<file path="src/rtl/bfp_pkg.sv">
// ---------------------------------------------------------------------------
// Module   : bfp_pkg
// Purpose  : Shared types and constants for the BFP kernel tile sequencer.
//            Holds the scheduler state encoding, the default counter width
//            and the BFP shift width.
// Revision : 1.0 - initial release
// ---------------------------------------------------------------------------
`default_nettype none

package bfp_pkg;

    localparam int DEF_CNT_W = 16;
    localparam int SHIFT_W   = 5;

    typedef enum logic [2:0] {
        ST_IDLE  = 3'd0,
        ST_BIAS  = 3'd1,
        ST_RUN   = 3'd2,
        ST_DRAIN = 3'd3,
        ST_DONE  = 3'd4
    } sched_state_t;

endpackage

`default_nettype wire

</file>
<file path="src/rtl/bfp_krnl_sched_if.sv">
// ---------------------------------------------------------------------------
// Module   : bfp_krnl_sched_if
// Purpose  : Handshake bundle between the tile sequencer, the upstream beat
//            source, the bias stream and the convolution kernel.
// Ports    : master = sequencer view, slave = environment/kernel view.
//            src_vld/src_rdy          upstream beat handshake
//            krnl_up_vld/krnl_up_rdy  beat handshake into the kernel
//            acc_result_vld           last channel-group beat of a pixel
//            filter_finish_data/_cal  filter issued / filter computed
//            bias_in_vld/rdy/dat      bias stream
//            bias_vld/bias_dat        bias load to the kernel
//            shift_bits               BFP shift to the kernel
// Revision : 1.0 - initial release
// ---------------------------------------------------------------------------
`default_nettype none

interface bfp_krnl_sched_if
    import bfp_pkg::*;
#(
    parameter int BIAS_W = 32
);
    logic               src_vld;
    logic               src_rdy;
    logic               krnl_up_vld;
    logic               krnl_up_rdy;
    logic               acc_result_vld;
    logic               filter_finish_data;
    logic               filter_finish_cal;
    logic               bias_in_vld;
    logic               bias_in_rdy;
    logic [BIAS_W-1:0]  bias_in_dat;
    logic               bias_vld;
    logic [BIAS_W-1:0]  bias_dat;
    logic [SHIFT_W-1:0] shift_bits;

    modport master (
        input  src_vld, krnl_up_rdy, filter_finish_cal, bias_in_vld, bias_in_dat,
        output src_rdy, krnl_up_vld, acc_result_vld, filter_finish_data,
               bias_in_rdy, bias_vld, bias_dat, shift_bits
    );

    modport slave (
        output src_vld, krnl_up_rdy, filter_finish_cal, bias_in_vld, bias_in_dat,
        input  src_rdy, krnl_up_vld, acc_result_vld, filter_finish_data,
               bias_in_rdy, bias_vld, bias_dat, shift_bits
    );

endinterface

`default_nettype wire

</file>
<file path="src/rtl/bfp_sched_cnt.sv">
// ---------------------------------------------------------------------------
// Module   : bfp_sched_cnt
// Purpose  : CNT_W wrap counter. Counts 0..limit, returning to 0 on the
//            increment taken while at limit.
// Ports    : clk, rst   clock / synchronous active-high reset
//            inc        advance request
//            clr        synchronous clear (wins over inc)
//            limit      terminal value (count - 1)
//            last       value == limit
//            wrap       increment taken at limit
// Revision : 1.0 - initial release
// ---------------------------------------------------------------------------
`default_nettype none

module bfp_sched_cnt #(
    parameter int CNT_W = 16
) (
    input  wire logic             clk,
    input  wire logic             rst,
    input  wire logic             inc,
    input  wire logic             clr,
    input  wire logic [CNT_W-1:0] limit,
    output logic                  last,
    output logic                  wrap
);

    logic [CNT_W-1:0] value;

    always_ff @(posedge clk) begin
        if (rst || clr) begin
            value <= '0;
        end else if (inc) begin
            value <= last ? '0 : value + 1'b1;
        end
    end

    assign last = (value == limit);
    assign wrap = inc & last;

endmodule

`default_nettype wire

</file>
<file path="src/rtl/bfp_krnl_sched.sv">
// ---------------------------------------------------------------------------
// Module   : bfp_krnl_sched
// Purpose  : Tile sequencer for the BFP convolution kernel. Gates upstream
//            beats into the kernel, counts channel-group beats / pixels /
//            filters, loads one bias per filter, limits filters in flight
//            and reports tile completion.
// Ports    : clk, rst             clock / synchronous active-high reset
//            start, cfg_*         tile start and tile configuration
//            busy, done           status to the layer controller
//            bus (master)         beat, bias and kernel handshakes
// Options  : BFP_SCHED_PERF_EN adds saturating 32-bit counters perf_beats,
//            perf_stall_src, perf_stall_krnl, perf_stall_credit as outputs.
// Revision : 1.0 - initial release
// ---------------------------------------------------------------------------
`default_nettype none

module bfp_krnl_sched
    import bfp_pkg::*;
#(
    parameter int CNT_W   = DEF_CNT_W,
    parameter int MAX_OUT = 2,
    parameter int BIAS_W  = 32
) (
    input  wire logic               clk,
    input  wire logic               rst,
    input  wire logic               start,
    input  wire logic [CNT_W-1:0]   cfg_ncg,
    input  wire logic [CNT_W-1:0]   cfg_npix,
    input  wire logic [CNT_W-1:0]   cfg_nfilt,
    input  wire logic [SHIFT_W-1:0] cfg_shift,
    output logic                    busy,
    output logic                    done,
`ifdef BFP_SCHED_PERF_EN
    output logic [31:0]             perf_beats,
    output logic [31:0]             perf_stall_src,
    output logic [31:0]             perf_stall_krnl,
    output logic [31:0]             perf_stall_credit,
`endif
    bfp_krnl_sched_if.master        bus
);

    localparam int              OUT_W   = 3;
    localparam logic [OUT_W-1:0] OUT_MAX = OUT_W'(MAX_OUT);

    sched_state_t       state;
    sched_state_t       state_nxt;
    logic [CNT_W-1:0]   lim_ncg;
    logic [CNT_W-1:0]   lim_npix;
    logic [CNT_W-1:0]   lim_nfilt;
    logic [OUT_W-1:0]   outs;
    logic [BIAS_W-1:0]  bias_q;
    logic [SHIFT_W-1:0] shift_q;
    logic               bias_vld_q;
    logic               ffd_q;

    logic in_run, go, cfg_zero, credit_ok, bias_hs, fire;
    logic cg_last, cg_wrap, pix_last, pix_wrap, filt_last, filt_wrap;
    logic out_inc, out_dec;
    logic unused_lasts;

    assign in_run    = (state == ST_RUN);
    assign go        = (state == ST_IDLE) & start;
    assign cfg_zero  = (cfg_ncg == '0) | (cfg_npix == '0) | (cfg_nfilt == '0);
    assign credit_ok = (outs != OUT_MAX);
    assign bias_hs   = (state == ST_BIAS) & credit_ok & bus.bias_in_vld;
    assign fire      = in_run & bus.src_vld & bus.krnl_up_rdy;

    // pix_wrap marks the last beat of a filter; filt_wrap the last beat of the tile.
    assign out_inc = pix_wrap;
    // A completion report with nothing in flight is dropped.
    assign out_dec = bus.filter_finish_cal & (outs != '0);

    // The pixel/filter "last" flags only feed their own counters' wrap.
    assign unused_lasts = pix_last ^ filt_last;

    bfp_sched_cnt #(.CNT_W(CNT_W)) u_cg (
        .clk(clk), .rst(rst), .inc(fire), .clr(go), .limit(lim_ncg),
        .last(cg_last), .wrap(cg_wrap)
    );

    bfp_sched_cnt #(.CNT_W(CNT_W)) u_pix (
        .clk(clk), .rst(rst), .inc(cg_wrap), .clr(go), .limit(lim_npix),
        .last(pix_last), .wrap(pix_wrap)
    );

    bfp_sched_cnt #(.CNT_W(CNT_W)) u_filt (
        .clk(clk), .rst(rst), .inc(pix_wrap), .clr(go), .limit(lim_nfilt),
        .last(filt_last), .wrap(filt_wrap)
    );

    always_ff @(posedge clk) begin
        if (rst) begin
            state <= ST_IDLE;
        end else begin
            state <= state_nxt;
        end
    end

    always_comb begin
        state_nxt = state;
        unique case (state)
            ST_IDLE:  if (start) state_nxt = cfg_zero ? ST_DONE : ST_BIAS;
            ST_BIAS:  if (bias_hs) state_nxt = ST_RUN;
            ST_RUN: begin
                if (filt_wrap)     state_nxt = ST_DRAIN;
                else if (pix_wrap) state_nxt = ST_BIAS;
            end
            // Increments are applied on the firing edge, so none is pending here.
            ST_DRAIN: if (outs == '0) state_nxt = ST_DONE;
            ST_DONE:  state_nxt = ST_IDLE;
            default:  state_nxt = ST_IDLE;
        endcase
    end

    always_ff @(posedge clk) begin
        if (rst) begin
            lim_ncg    <= '0;
            lim_npix   <= '0;
            lim_nfilt  <= '0;
            shift_q    <= '0;
            bias_q     <= '0;
            bias_vld_q <= 1'b0;
            ffd_q      <= 1'b0;
            outs       <= '0;
        end else begin
            bias_vld_q <= bias_hs;
            ffd_q      <= out_inc;
            if (bias_hs) begin
                bias_q <= bus.bias_in_dat;
            end
            if (go) begin
                lim_ncg   <= cfg_ncg - 1'b1;
                lim_npix  <= cfg_npix - 1'b1;
                lim_nfilt <= cfg_nfilt - 1'b1;
                shift_q   <= cfg_shift;
            end
            unique case ({out_inc, out_dec})
                2'b10:   outs <= outs + 1'b1;
                2'b01:   outs <= outs - 1'b1;
                default: outs <= outs;
            endcase
        end
    end

    assign busy                   = (state != ST_IDLE);
    assign done                   = (state == ST_DONE);
    assign bus.krnl_up_vld        = in_run & bus.src_vld;
    assign bus.src_rdy            = in_run & bus.krnl_up_rdy;
    assign bus.acc_result_vld     = in_run & cg_last;
    assign bus.bias_in_rdy        = (state == ST_BIAS) & credit_ok;
    assign bus.bias_vld           = bias_vld_q;
    assign bus.bias_dat           = bias_q;
    assign bus.filter_finish_data = ffd_q;
    assign bus.shift_bits         = shift_q;

`ifdef BFP_SCHED_PERF_EN
    always_ff @(posedge clk) begin
        if (rst || go) begin
            perf_beats        <= '0;
            perf_stall_src    <= '0;
            perf_stall_krnl   <= '0;
            perf_stall_credit <= '0;
        end else begin
            if (fire && perf_beats != '1)
                perf_beats <= perf_beats + 1'b1;
            if (in_run && !bus.src_vld && perf_stall_src != '1)
                perf_stall_src <= perf_stall_src + 1'b1;
            if (in_run && bus.src_vld && !bus.krnl_up_rdy && perf_stall_krnl != '1)
                perf_stall_krnl <= perf_stall_krnl + 1'b1;
            if (state == ST_BIAS && !credit_ok && perf_stall_credit != '1)
                perf_stall_credit <= perf_stall_credit + 1'b1;
        end
    end
`endif

endmodule

`default_nettype wire
</file>
<file path="src/flat_wrapper.sv">
// flat-port wrapper written by rule: the top's interface ports become plain ports
module bfp_krnl_sched_flat import bfp_pkg::*;
#(
    parameter int CNT_W   = DEF_CNT_W,
    parameter int MAX_OUT = 2,
    parameter int BIAS_W  = 32
)
  (clk, rst, start, cfg_ncg, cfg_npix, cfg_nfilt, cfg_shift, busy, done, bus_src_vld, bus_krnl_up_rdy, bus_filter_finish_cal, bus_bias_in_vld, bus_bias_in_dat, bus_src_rdy, bus_krnl_up_vld, bus_acc_result_vld, bus_filter_finish_data, bus_bias_in_rdy, bus_bias_vld, bus_bias_dat, bus_shift_bits);
  bfp_krnl_sched_if #(.BIAS_W(BIAS_W)) bus_i ();
  input  wire logic clk;
  input  wire logic rst;
  input  wire logic start;
  input  wire logic [CNT_W-1:0] cfg_ncg;
  input  wire logic [CNT_W-1:0] cfg_npix;
  input  wire logic [CNT_W-1:0] cfg_nfilt;
  input  wire logic [SHIFT_W-1:0] cfg_shift;
  output logic busy;
  output logic done;
  input wire logic [$bits(bus_i.src_vld)-1:0] bus_src_vld;
  input wire logic [$bits(bus_i.krnl_up_rdy)-1:0] bus_krnl_up_rdy;
  input wire logic [$bits(bus_i.filter_finish_cal)-1:0] bus_filter_finish_cal;
  input wire logic [$bits(bus_i.bias_in_vld)-1:0] bus_bias_in_vld;
  input wire logic [$bits(bus_i.bias_in_dat)-1:0] bus_bias_in_dat;
  output wire logic [$bits(bus_i.src_rdy)-1:0] bus_src_rdy;
  output wire logic [$bits(bus_i.krnl_up_vld)-1:0] bus_krnl_up_vld;
  output wire logic [$bits(bus_i.acc_result_vld)-1:0] bus_acc_result_vld;
  output wire logic [$bits(bus_i.filter_finish_data)-1:0] bus_filter_finish_data;
  output wire logic [$bits(bus_i.bias_in_rdy)-1:0] bus_bias_in_rdy;
  output wire logic [$bits(bus_i.bias_vld)-1:0] bus_bias_vld;
  output wire logic [$bits(bus_i.bias_dat)-1:0] bus_bias_dat;
  output wire logic [$bits(bus_i.shift_bits)-1:0] bus_shift_bits;
  assign bus_i.src_vld = bus_src_vld;
  assign bus_i.krnl_up_rdy = bus_krnl_up_rdy;
  assign bus_i.filter_finish_cal = bus_filter_finish_cal;
  assign bus_i.bias_in_vld = bus_bias_in_vld;
  assign bus_i.bias_in_dat = bus_bias_in_dat;
  assign bus_src_rdy = bus_i.src_rdy;
  assign bus_krnl_up_vld = bus_i.krnl_up_vld;
  assign bus_acc_result_vld = bus_i.acc_result_vld;
  assign bus_filter_finish_data = bus_i.filter_finish_data;
  assign bus_bias_in_rdy = bus_i.bias_in_rdy;
  assign bus_bias_vld = bus_i.bias_vld;
  assign bus_bias_dat = bus_i.bias_dat;
  assign bus_shift_bits = bus_i.shift_bits;
  bfp_krnl_sched #(.CNT_W(CNT_W), .MAX_OUT(MAX_OUT), .BIAS_W(BIAS_W)) u_core (.clk(clk), .rst(rst), .start(start), .cfg_ncg(cfg_ncg), .cfg_npix(cfg_npix), .cfg_nfilt(cfg_nfilt), .cfg_shift(cfg_shift), .busy(busy), .done(done), .bus(bus_i));
endmodule
</file>
<file path="config.mk">
export PLATFORM = sky130hd
export DESIGN_NAME = bfp_krnl_sched_flat
export DESIGN_NICKNAME = d
export VERILOG_FILES = /design/src/rtl/bfp_pkg.sv /design/src/rtl/bfp_krnl_sched_if.sv /design/src/rtl/bfp_sched_cnt.sv /design/src/rtl/bfp_krnl_sched.sv /design/src/flat_wrapper.sv
export SDC_FILE = /design/constraint.sdc
export NUM_CORES = 1
export LEC_CHECK = 0
export ABC_AREA = 1
export BUFFER_PORTS_ARGS = -buffer_cell sky130_fd_sc_hd__clkbuf_2
export CAP_MARGIN = 20
export CORE_AREA = 2 2 133 135
export CTS_BUF_LIST = sky130_fd_sc_hd__clkbuf_2 sky130_fd_sc_hd__clkbuf_4 sky130_fd_sc_hd__clkbuf_8
export CTS_CLUSTER_SIZE = 16
export DETAILED_ROUTE_END_ITERATION = 6
export DIE_AREA = 0 0 135 137
export PLACE_DENSITY = 0.67
export SYNTH_ARGS = -nofsm -noshare
export SYNTH_HDL_FRONTEND = slang
export SYNTH_SLANG_ARGS = --single-unit
</file>
<file path="constraint.sdc">
create_clock -name clk -period 4.71 [get_ports clk]
set_input_delay 1.413 -clock clk [delete_from_list [all_inputs] [get_ports clk]]
set_output_delay 1.413 -clock clk [all_outputs]
set_load 0.02 [all_outputs]
</file>
* After elaboration in Yosys (flattened, before gate mapping)
Index checks and enable logic that the tools add are counted.
Word-level totals: bits in registers 141, input bits 92, word-level logic and storage cells 68
Cells by class: add/sub/neg operators 8, equality and inequality tests 14, multiplexer cells 11, bitwise gates (word level) 13, reduce and logical (&&, ||, !) cells 10
Operators with widths (number):
- 16-bit by 1-bit adder with 16-bit output (second input constant) | 3
- 16-bit equality test | 3
- 16-bit zero test | 3
- 16-bit two-way mux | 3
- 16-bit by 1-bit subtractor with 16-bit output (second input constant) | 3
- 3-bit two-way mux | 6
- 3-bit case mux with 4 select lines | 1
- 1-bit bitwise AND | 11
- 3-bit by 2-bit equality test with 1-bit output (second input constant) | 2
- 3-bit zero test | 2
- 3-bit case mux with 2 select lines | 1
- 3-bit nonzero test | 2
- 2-bit by 1-bit != test with 1-bit output (second input constant) | 2
- 4-bit AND reduction | 1
- 3-bit by 1-bit adder with 3-bit output (second input constant) | 1
- 3-bit by 1-bit equality test with 1-bit output (second input constant) | 1
- 3-bit equality test (second input constant) | 1
- 3-bit by 2-bit != test with 1-bit output (second input constant) | 1
- 3-bit != test (second input constant) | 1
- 3-bit by 1-bit subtractor with 3-bit output (second input constant) | 1
- 2-bit by 1-bit equality test with 1-bit output (second input constant) | 1
- 2-bit equality test (second input constant) | 1
- 2-bit != test (second input constant) | 1
- 1-bit OR | 2
- 2 further kinds | 2

* Longest topological paths before layout
Gate-level depths: netlist of run 1.
word-level depth 8, depth in mapped cells 17, mapped depth without buffers 16

* Cells and area by module
Synthesis of run 1 repeated with hierarchy kept, for this count alone.
Unflattened totals: cell total of the unflattened synthesis 1253, area, all modules 7915.1 um^2
By module, submodules not included:
- bfp_krnl_sched | times used 1, cells each 677, area each 4631.9 um^2, seq. area each 1861.8 um^2
- bfp_sched_cnt at u_core.u_cg ... | times used 2, cells each 192, area each 1093.5 um^2, seq. area each 320.3 um^2
- bfp_sched_cnt at u_core.u_pix | times used 1, cells each 192, area each 1096.1 um^2, seq. area each 320.3 um^2

* Worst setup path before layout of run 1
OpenSTA, ideal clock, no wires.
path type input port to flip-flop, start point input bus_krnl_up_rdy, end point register u_core.outs[2], library setup time 0.122 ns, data arrival time 3.140 ns, data required time 4.588 ns, setup slack 1.448 ns, stages 15, path buffers 1, cells stage by stage inv_1 nor2_4 nand2_4 inv_2 nand3_4 inv_2 nand2_2 buf_2 ha_1 inv_1 fa_1 a21oi_1 o21ai_0 o21ai_0 a21oi_1
On the way: cells in the longest elaborated chain, start to end 5, elaborated cells on any way between the ends 7
RTL lines:
- from (decl) | RTL line flat_wrapper.sv:20 | input wire logic [$bits(bus_i.krnl_up_rdy)-1:0] bus_krnl_up_rdy;
- 1-bit bitwise AND * | RTL line bfp_krnl_sched.sv:66 | assign fire = in_run & bus.src_vld & bus.krnl_up_rdy;
- 1-bit bitwise AND * (2 in a row) | RTL line bfp_sched_cnt.sv:38 | assign wrap = inc & last;
- 2-bit by 1-bit equality test with 1-bit output / 2-bit equality test (equally long branches) | RTL line bfp_krnl_sched.sv:137 | unique case ({out_inc, out_dec})
- 3-bit case mux with 2 select lines / 2-bit nonzero test (equally long branches)
- to (signal assigned) | RTL line bfp_krnl_sched.sv:138 | 2'b10: outs <= outs + 1'b1;
- to (signal assigned) | RTL line bfp_krnl_sched.sv:139 | 2'b01: outs <= outs - 1'b1;
- to (signal assigned) | RTL line bfp_krnl_sched.sv:140 | default: outs <= outs;
- to (decl) | RTL line bfp_krnl_sched.sv:50 | logic [OUT_W-1:0] outs;
Every way passes the cells marked *; elsewhere a longest branch is shown, timed or not. A chain may end at the register's enable or synchronous reset.

* Worst setup path after layout of run 1
start point register u_core.state[0], end point output bus_bias_in_rdy
On the way: cells in the longest elaborated chain, start to end 2
RTL lines:
- from (decl) | RTL line bfp_krnl_sched.sv:45 | sched_state_t state;
- from (signal assigned) | RTL line bfp_krnl_sched.sv:95 | state <= state_nxt;
- 3-bit by 1-bit equality test with 1-bit output | RTL line bfp_krnl_sched.sv:150 | assign bus.bias_in_rdy = (state == ST_BIAS) & credit_ok;
- 1-bit bitwise AND | RTL line bfp_krnl_sched.sv:150
- to (decl) | RTL line flat_wrapper.sv:28 | output wire logic [$bits(bus_i.bias_in_rdy)-1:0] bus_bias_in_rdy;
Every way passes these cells.

==> results of run 1 <==
==> sequential cells by signal, summed over array words and instances, names as in the netlist <==
signal / flops
u_core.u_pix.value: 16
u_core.outs: 3
u_core.lim_npix: 16
u_core.bus.bias_dat: 32
u_core.lim_nfilt: 16
u_core.bus.filter_finish_data: 1
u_core.bus.bias_vld: 1
u_core.u_filt.value: 16
u_core.bus.shift_bits: 5
u_core.lim_ncg: 16
u_core.u_cg.value: 16
u_core.state: 3
==> cells in the mapped netlist (5+ instances only) <==
cell,n,area (um2)
nand2_1,225,844.6
inv_1,144,540.5
dfxtp_1,141,2823
nor2_1,124,465.5
a21oi_1,101,505.5
nand3_1,74,370.4
o21ai_0,61,305.3
nor3_1,42,210.2
xor2_1,35,306.5
clkbuf_1,27,101.4
nand4_1,13,81.33
xnor2_1,13,113.9
a31oi_1,11,68.82
inv_2,11,41.29
or2_2,10,62.56
ha_1,9,112.6
o21bai_1,6,45.04
a211oi_1,5,37.54
nand2_2,5,31.28
==> report_power, final <==
group          switching, mW  internal (mW)  leakage [nW]
combinational          0.694          0.360          2.60
sequential             0.105           1.36          1.15
clock                  0.471          0.652         0.225
total                   1.27           2.38          3.97
==> per-stage QoR <==
stage	util	power [mW]	setup slack, ns	cells	cell area (um2)
3_3_place_gp	0.4904	2.536	1.133	1440	8364
6_report	0.5171	3.646	1.386	1472	8820
2_1_floorplan	-	2.247	1.448	1109	7507
3_5_place_dp	0.4904	2.554	1.085	1440	8364
5_1_grt	0.5171	3.894	1.225	1472	8820
4_1_cts	0.5171	3.681	1.363	1472	8820
==> routing by layer <==
layer  wire (um)  track usage  vias to the layer above
met5           0            0                        -
met4         218      0.06308                        0
met3         622      0.04222                       18
met2        8924       0.3432                      106
met1        9036       0.2762                     3168
li1            -            -                     3824
==> final timing paths <==
kind,slack [ns],end,depth (start not counted)
max,1.39,bus_bias_in_rdy,6
min,0.46,u_core.outs[0]$_SDFFE_PP0P_,1
max reg2reg,2.03,u_core.outs[2]$_SDFFE_PP0P_,14
min reg2reg,0.46,u_core.outs[0]$_SDFFE_PP0P_,1
==> logic make-up (layout without fill, tap and decap cells) <==
| family | Yosys count | count (layout) | share of synthesized area |
|---|---|---|---|
| fa+ha+maj | 10 | 10 | 0.01767 |
| compound gates | 202 | 202 | 0.1490 |
| buf+inv | 192 | 330 | 0.09800 |
| flops | 141 | 141 | 0.3760 |
| xor+xnor | 48 | 48 | 0.05600 |
| simple gates | 516 | 516 | 0.3033 |
==> area by class of cell <==
cell class | count | area share
clock buffer | 20 | 0.02979
inverter | 156 | 0.06639
multi-input combinational | 776 | 0.4477
clock inverter | 12 | 0.02185
tap | 225 | 0.03192
sequential | 141 | 0.3200
timing repair buffer | 142 | 0.08228
==> impl_metrics.json, run 1 <==
{
  "status": "finished, final reports clean",
  "clockBufferDepth": 2,
  "postCtsResizedCells": 0,
  "drt_iter0_drc": 449,
  "min_path_type": "flop to flop",
  "grt_max_degree": 71,
  "slew_violations": 0,
  "via_per_inst": 4.834,
  "regArea_um2": 2823,
  "fillers": 1741,
  "worst_path_largest_cell_delay_ns": 0.37,
  "yosysWarningCount": 0,
  "crit_arrival_ns": 1.91,
  "worst_slew_margin_rel": 0.5456,
  "criticalPathCategory": "flop to output pin",
  "multi_input_area_um2": 3949,
  "synth_edf_count": 0,
  "clk-insertion-delay-late_ns": 0.46,
  "drive_gt1_frac": 0.1748,
  "tightest_slew_ns": 0.6815,
  "die_h_um": 137,
  "dp_hpwl_mm": 13.65,
  "wl_per_cell_um": 12.77,
  "cp_top_family": "buffers and inverters",
  "critPathSlowestCell": "dfxtp_1",
  "tns_ns": 0,
  "cp-startpoint": "u_core.state[0]$_SDFFE_PP0P_",
  "endpoint_kind": "output pin",
  "hp-start": "u_core.outs[0]$_SDFFE_PP0P_",
  "grt_use_total": 0.2084,
  "drc_errors": 0,
  "p_per_area_nw_per_um2": 413.4,
  "cp_max_fo": 34,
  "synth-async-reset-ratio": 0,
  "crit_required_ns": 3.30,
  "syn-num-nets": 1211,
  "diodes": 0,
  "postCtsSetupRepairBufs": 0,
  "drt_pass1_iterations": 5,
  "whs_ns": 0.4603,
  "grt_pass1_wl_mm": 30.98,
  "antenna_left": 0,
  "cts-root-buf": "clkbuf_8",
  "areaGrowthSynthToFinish_pct": 17.48,
  "cts_sinks": 141,
  "synth_area_um2": 7507,
  "final_common_cell": "nand2_1",
  "yosys_most_used_dff": "dfxtp_1",
  "gp_congestion": 0.8525,
  "cts_tree": "built",
  "cts_max_level": 4,
  "crit_path_cell_trace": "inv_2, nor3_2, inv_1, a31oi_4, buf_4, clkbuf_2",
  "core-area_um2": 17060,
  "peakVddDrop_v": 0.0001764,
  "hold_violations": 0,
  "cts_made_buffers": 17,
  "drv_cap": 0,
  "setup_viol": 0,
  "crit_buf_inv": 4,
  "synth_seq_cells": 141,
  "ioPinCount": 137,
  "grt_overflow": 0,
  "wl_mm": 18.80,
  "vias": 7116,
  "cp-start-kind": "flop",
  "start_util": 0.4401,
  "final_cell_mix": "nand2_1, inv_1, dfxtp_1",
  "syn_inst": 1109,
  "r2r-start": "u_core.state[1]$_SDFFE_PP0P_",
  "ys_seq_area_frac": 0.3760,
  "syn_avg_cell_area_um2": 6.769,
  "fmax_mhz": 300.9,
  "nNetsFinal": 1336,
  "clk_pin_slew_ns": 0.07,
  "grt_pass1_vias": 6536,
  "fin_skew_ns": 0.009823,
  "fin_crit_ns": 3.324,
  "cts_hold_buffers": 0,
  "port_buffers": 136,
  "yosysUniqueCellTypes": 49,
  "dieArea_um2": 18500,
  "rsz0062_at_grt": "false",
  "p_leak_nw": 3.973,
  "period_share": 0.7057,
  "antenna_found_initial": 0,
  "row_count": 48,
  "die_x_um": 135
}
No activity file was read; power rests on OpenSTA's default activity.
==> run 2, diff against run 1 <==
Settings changed: PLACE_DENSITY 0.67 to 0.69.
Clock period 4.71 ns to 2.95 ns, I/O delays scaled along.
==> run 2 against run 1 <==
Compared with the run above: sequential power increased by 60%; non-clock buffer count rose by 7; via count grew 0.72%; global-route usage shrank 0.26 points; critical endpoint is now bus_acc_result_vld; register-to-register slack got worse by 1.4 ns; die area unchanged; clock skew is essentially flat; core utilization barely moved; largest cell class unchanged; sequential share of layout area about the same; worst setup slack got worse by 1.1 ns; final area about the same.
==> impl_metrics.json, run 2 (same netlist as run 1, synthesis figures left out) <==
{
  "status": "finished, final reports clean",
  "cts_max_level": 4,
  "ioPinCount": 137,
  "row_count": 48,
  "cpMostUsedCell": "nand2_1",
  "cp_top_family": "simple AND/OR/NAND/NOR gates",
  "drive_gt1_frac": 0.1794,
  "crit_buf_inv": 2,
  "net-switching-power_mw": 2.022,
  "gp_congestion": 0.8376,
  "p_per_area_nw_per_um2": 642.1,
  "areaGrowthSynthToFinish_pct": 17.50,
  "clk-insertion-delay-late_ns": 0.44,
  "dieArea_um2": 18500,
  "min_path_type": "flop to flop",
  "cts_hold_buffers": 0,
  "vias": 7167,
  "crit_arrival_ns": 1.83,
  "hold_violations": 0,
  "clk_pin_slew_ns": 0.07,
  "grt_pass1_vias": 6361,
  "crit_required_ns": 2.07,
  "grt_max_degree": 71,
  "fin_skew_ns": 0.01030,
  "endpoint_kind": "output pin",
  "worst_path_largest_cell_delay_ns": 0.47,
  "tightest_slew_ns": 0.6689,
  "switching_share": 0.3571,
  "tns_ns": 0,
  "finalCoreUtilization": 0.5172,
  "cts_sinks": 141,
  "p_leak_nw": 3.997,
  "sequentialPowerShare": 0.414,
  "drt_iter0_drc": 461,
  "criticalPathCategory": "flop to output pin",
  "grt_overflow": 0,
  "crit_path_cell_trace": "inv_2, nand2_1, nand2_1, nor2_1, nand2_1, nor2_2, nand2_1, nor2_1, clkbuf_2",
  "start_util": 0.4401,
  "via_per_inst": 4.846,
  "die_x_um": 135,
  "cp_max_fo": 6,
  "postCtsSetupRepairBufs": 0,
  "largest_reg_flops": 32,
  "final_cell_mix": "nand2_1, inv_1, dfxtp_1",
  "wl_mm": 18.98,
  "critPathSlowestCell": "dfxtp_1",
  "cts_tree": "built",
  "drt_pass1_iterations": 6,
  "holdPathEnd": "u_core.bus.bias_dat[24]$_SDFFE_PP0P_",
  "final_common_cell": "nand2_1",
  "fmax_mhz": 368.8,
  "period_share": 0.9191,
  "core-area_um2": 17060,
  "drc_errors": 0,
  "r2r_cells": 14,
  "antenna_left": 0,
  "comb_power_share": 0.303,
  "hp-start": "u_core.bus.bias_dat[24]$_SDFFE_PP0P_",
  "postCtsResizedCells": 0,
  "regToRegSetupSlack_ns": 0.64,
  "diodes": 0,
  "clockBufferDepth": 2,
  "rsz0062_at_grt": "false",
  "drv_cap": 0,
  "slew_violations": 0,
  "dp_hpwl_mm": 13.87,
  "r2r-start": "u_core.u_pix.value[7]$_SDFFE_PP0P_",
  "worst_slew_margin_rel": 0.5541,
  "pwr-share-clk": 0.283,
  "grt_pass1_wl_mm": 30.49,
  "wl_per_cell_um": 12.83,
  "grt_use_total": 0.2058,
  "cts-root-buf": "clkbuf_8",
  "reg2reg_to": "u_core.outs[2]$_SDFFE_PP0P_",
  "die_h_um": 137,
  "port_buffers": 136,
  "nNetsFinal": 1343,
  "cp-start-kind": "flop",
  "antenna_found_initial": 0,
  "min_path_cells": 2,
  "peakVddDrop_v": 0.0003330,
  "internal_power_mw": 3.642,
  "cts_made_buffers": 17,
  "fin_crit_ns": 2.711,
  "setup_viol": 0
}
run 2: worst max path at each step:
| stage | from | end | cells after the start |
|---|---|---|---|
| floorplan | bus_krnl_up_rdy | u_core.outs[2]$_SDFFE_PP0P_ | 15 |
| global placement | bus_krnl_up_rdy | u_core.outs[2]$_SDFFE_PP0P_ | 15 |
| detailed placement | bus_krnl_up_rdy | u_core.outs[2]$_SDFFE_PP0P_ | 15 |
| CTS | u_core.u_cg.value[2]$_SDFFE_PP0P_ | bus_acc_result_vld | 9 |
| global route | u_core.u_cg.value[2]$_SDFFE_PP0P_ | bus_acc_result_vld | 9 |
| finish | u_core.u_cg.value[2]$_SDFFE_PP0P_ | bus_acc_result_vld | 9 |
run 2: cell type report:
cell class | count | area (um2)
tap | 225 | 281.5
clock inverter | 7 | 85.08
fill | 1707 | 8235
inverter | 156 | 585.6
sequential | 141 | 2823
clock buffer | 25 | 319.1
timing repair buffer | 149 | 778.2
multi-input combinational | 776 | 3949
run 2: power groups by stage:
stage | sequential (mW) | combinational, mW | clock, mW
after CTS | 2.35 | 1.73 | 1.63
final | 2.35 | 1.71 | 1.60
after detailed placement | 2.39 | 1.72 | 0
after global routing | 2.38 | 1.94 | 1.71
after global placement | 2.38 | 1.71 | 0
after floorplan | 2.45 | 1.14 | 0
run 2: worst min-delay path, cell delays in order, from the launching register on:
cell	delay, ns
dfxtp_1	0.31
nand2_1	0.06
a21oi_1	0.05
run 2: per-layer routing:
metal / global-route usage / routed length [um]
met4: 0.06829 / 385
met2: 0.3446 / 9048
met3: 0.03963 / 609
met1: 0.2669 / 8934
met5: 0 / 0
run 2: stage by stage:
step	hold slack [ns]	setup WS [ns]	cells	instance area [um2]	power (mW)
after global placement	0.4372	0.3274	1447	8417	4.085
final	0.4614	0.2386	1479	8821	5.664
after CTS	0.4585	0.2020	1479	8821	5.705
after global routing	0.4736	0.07217	1479	8821	6.024
after detailed placement	0.4457	0.3224	1447	8417	4.108
after floorplan	0.4223	0.2158	1109	7507	3.587
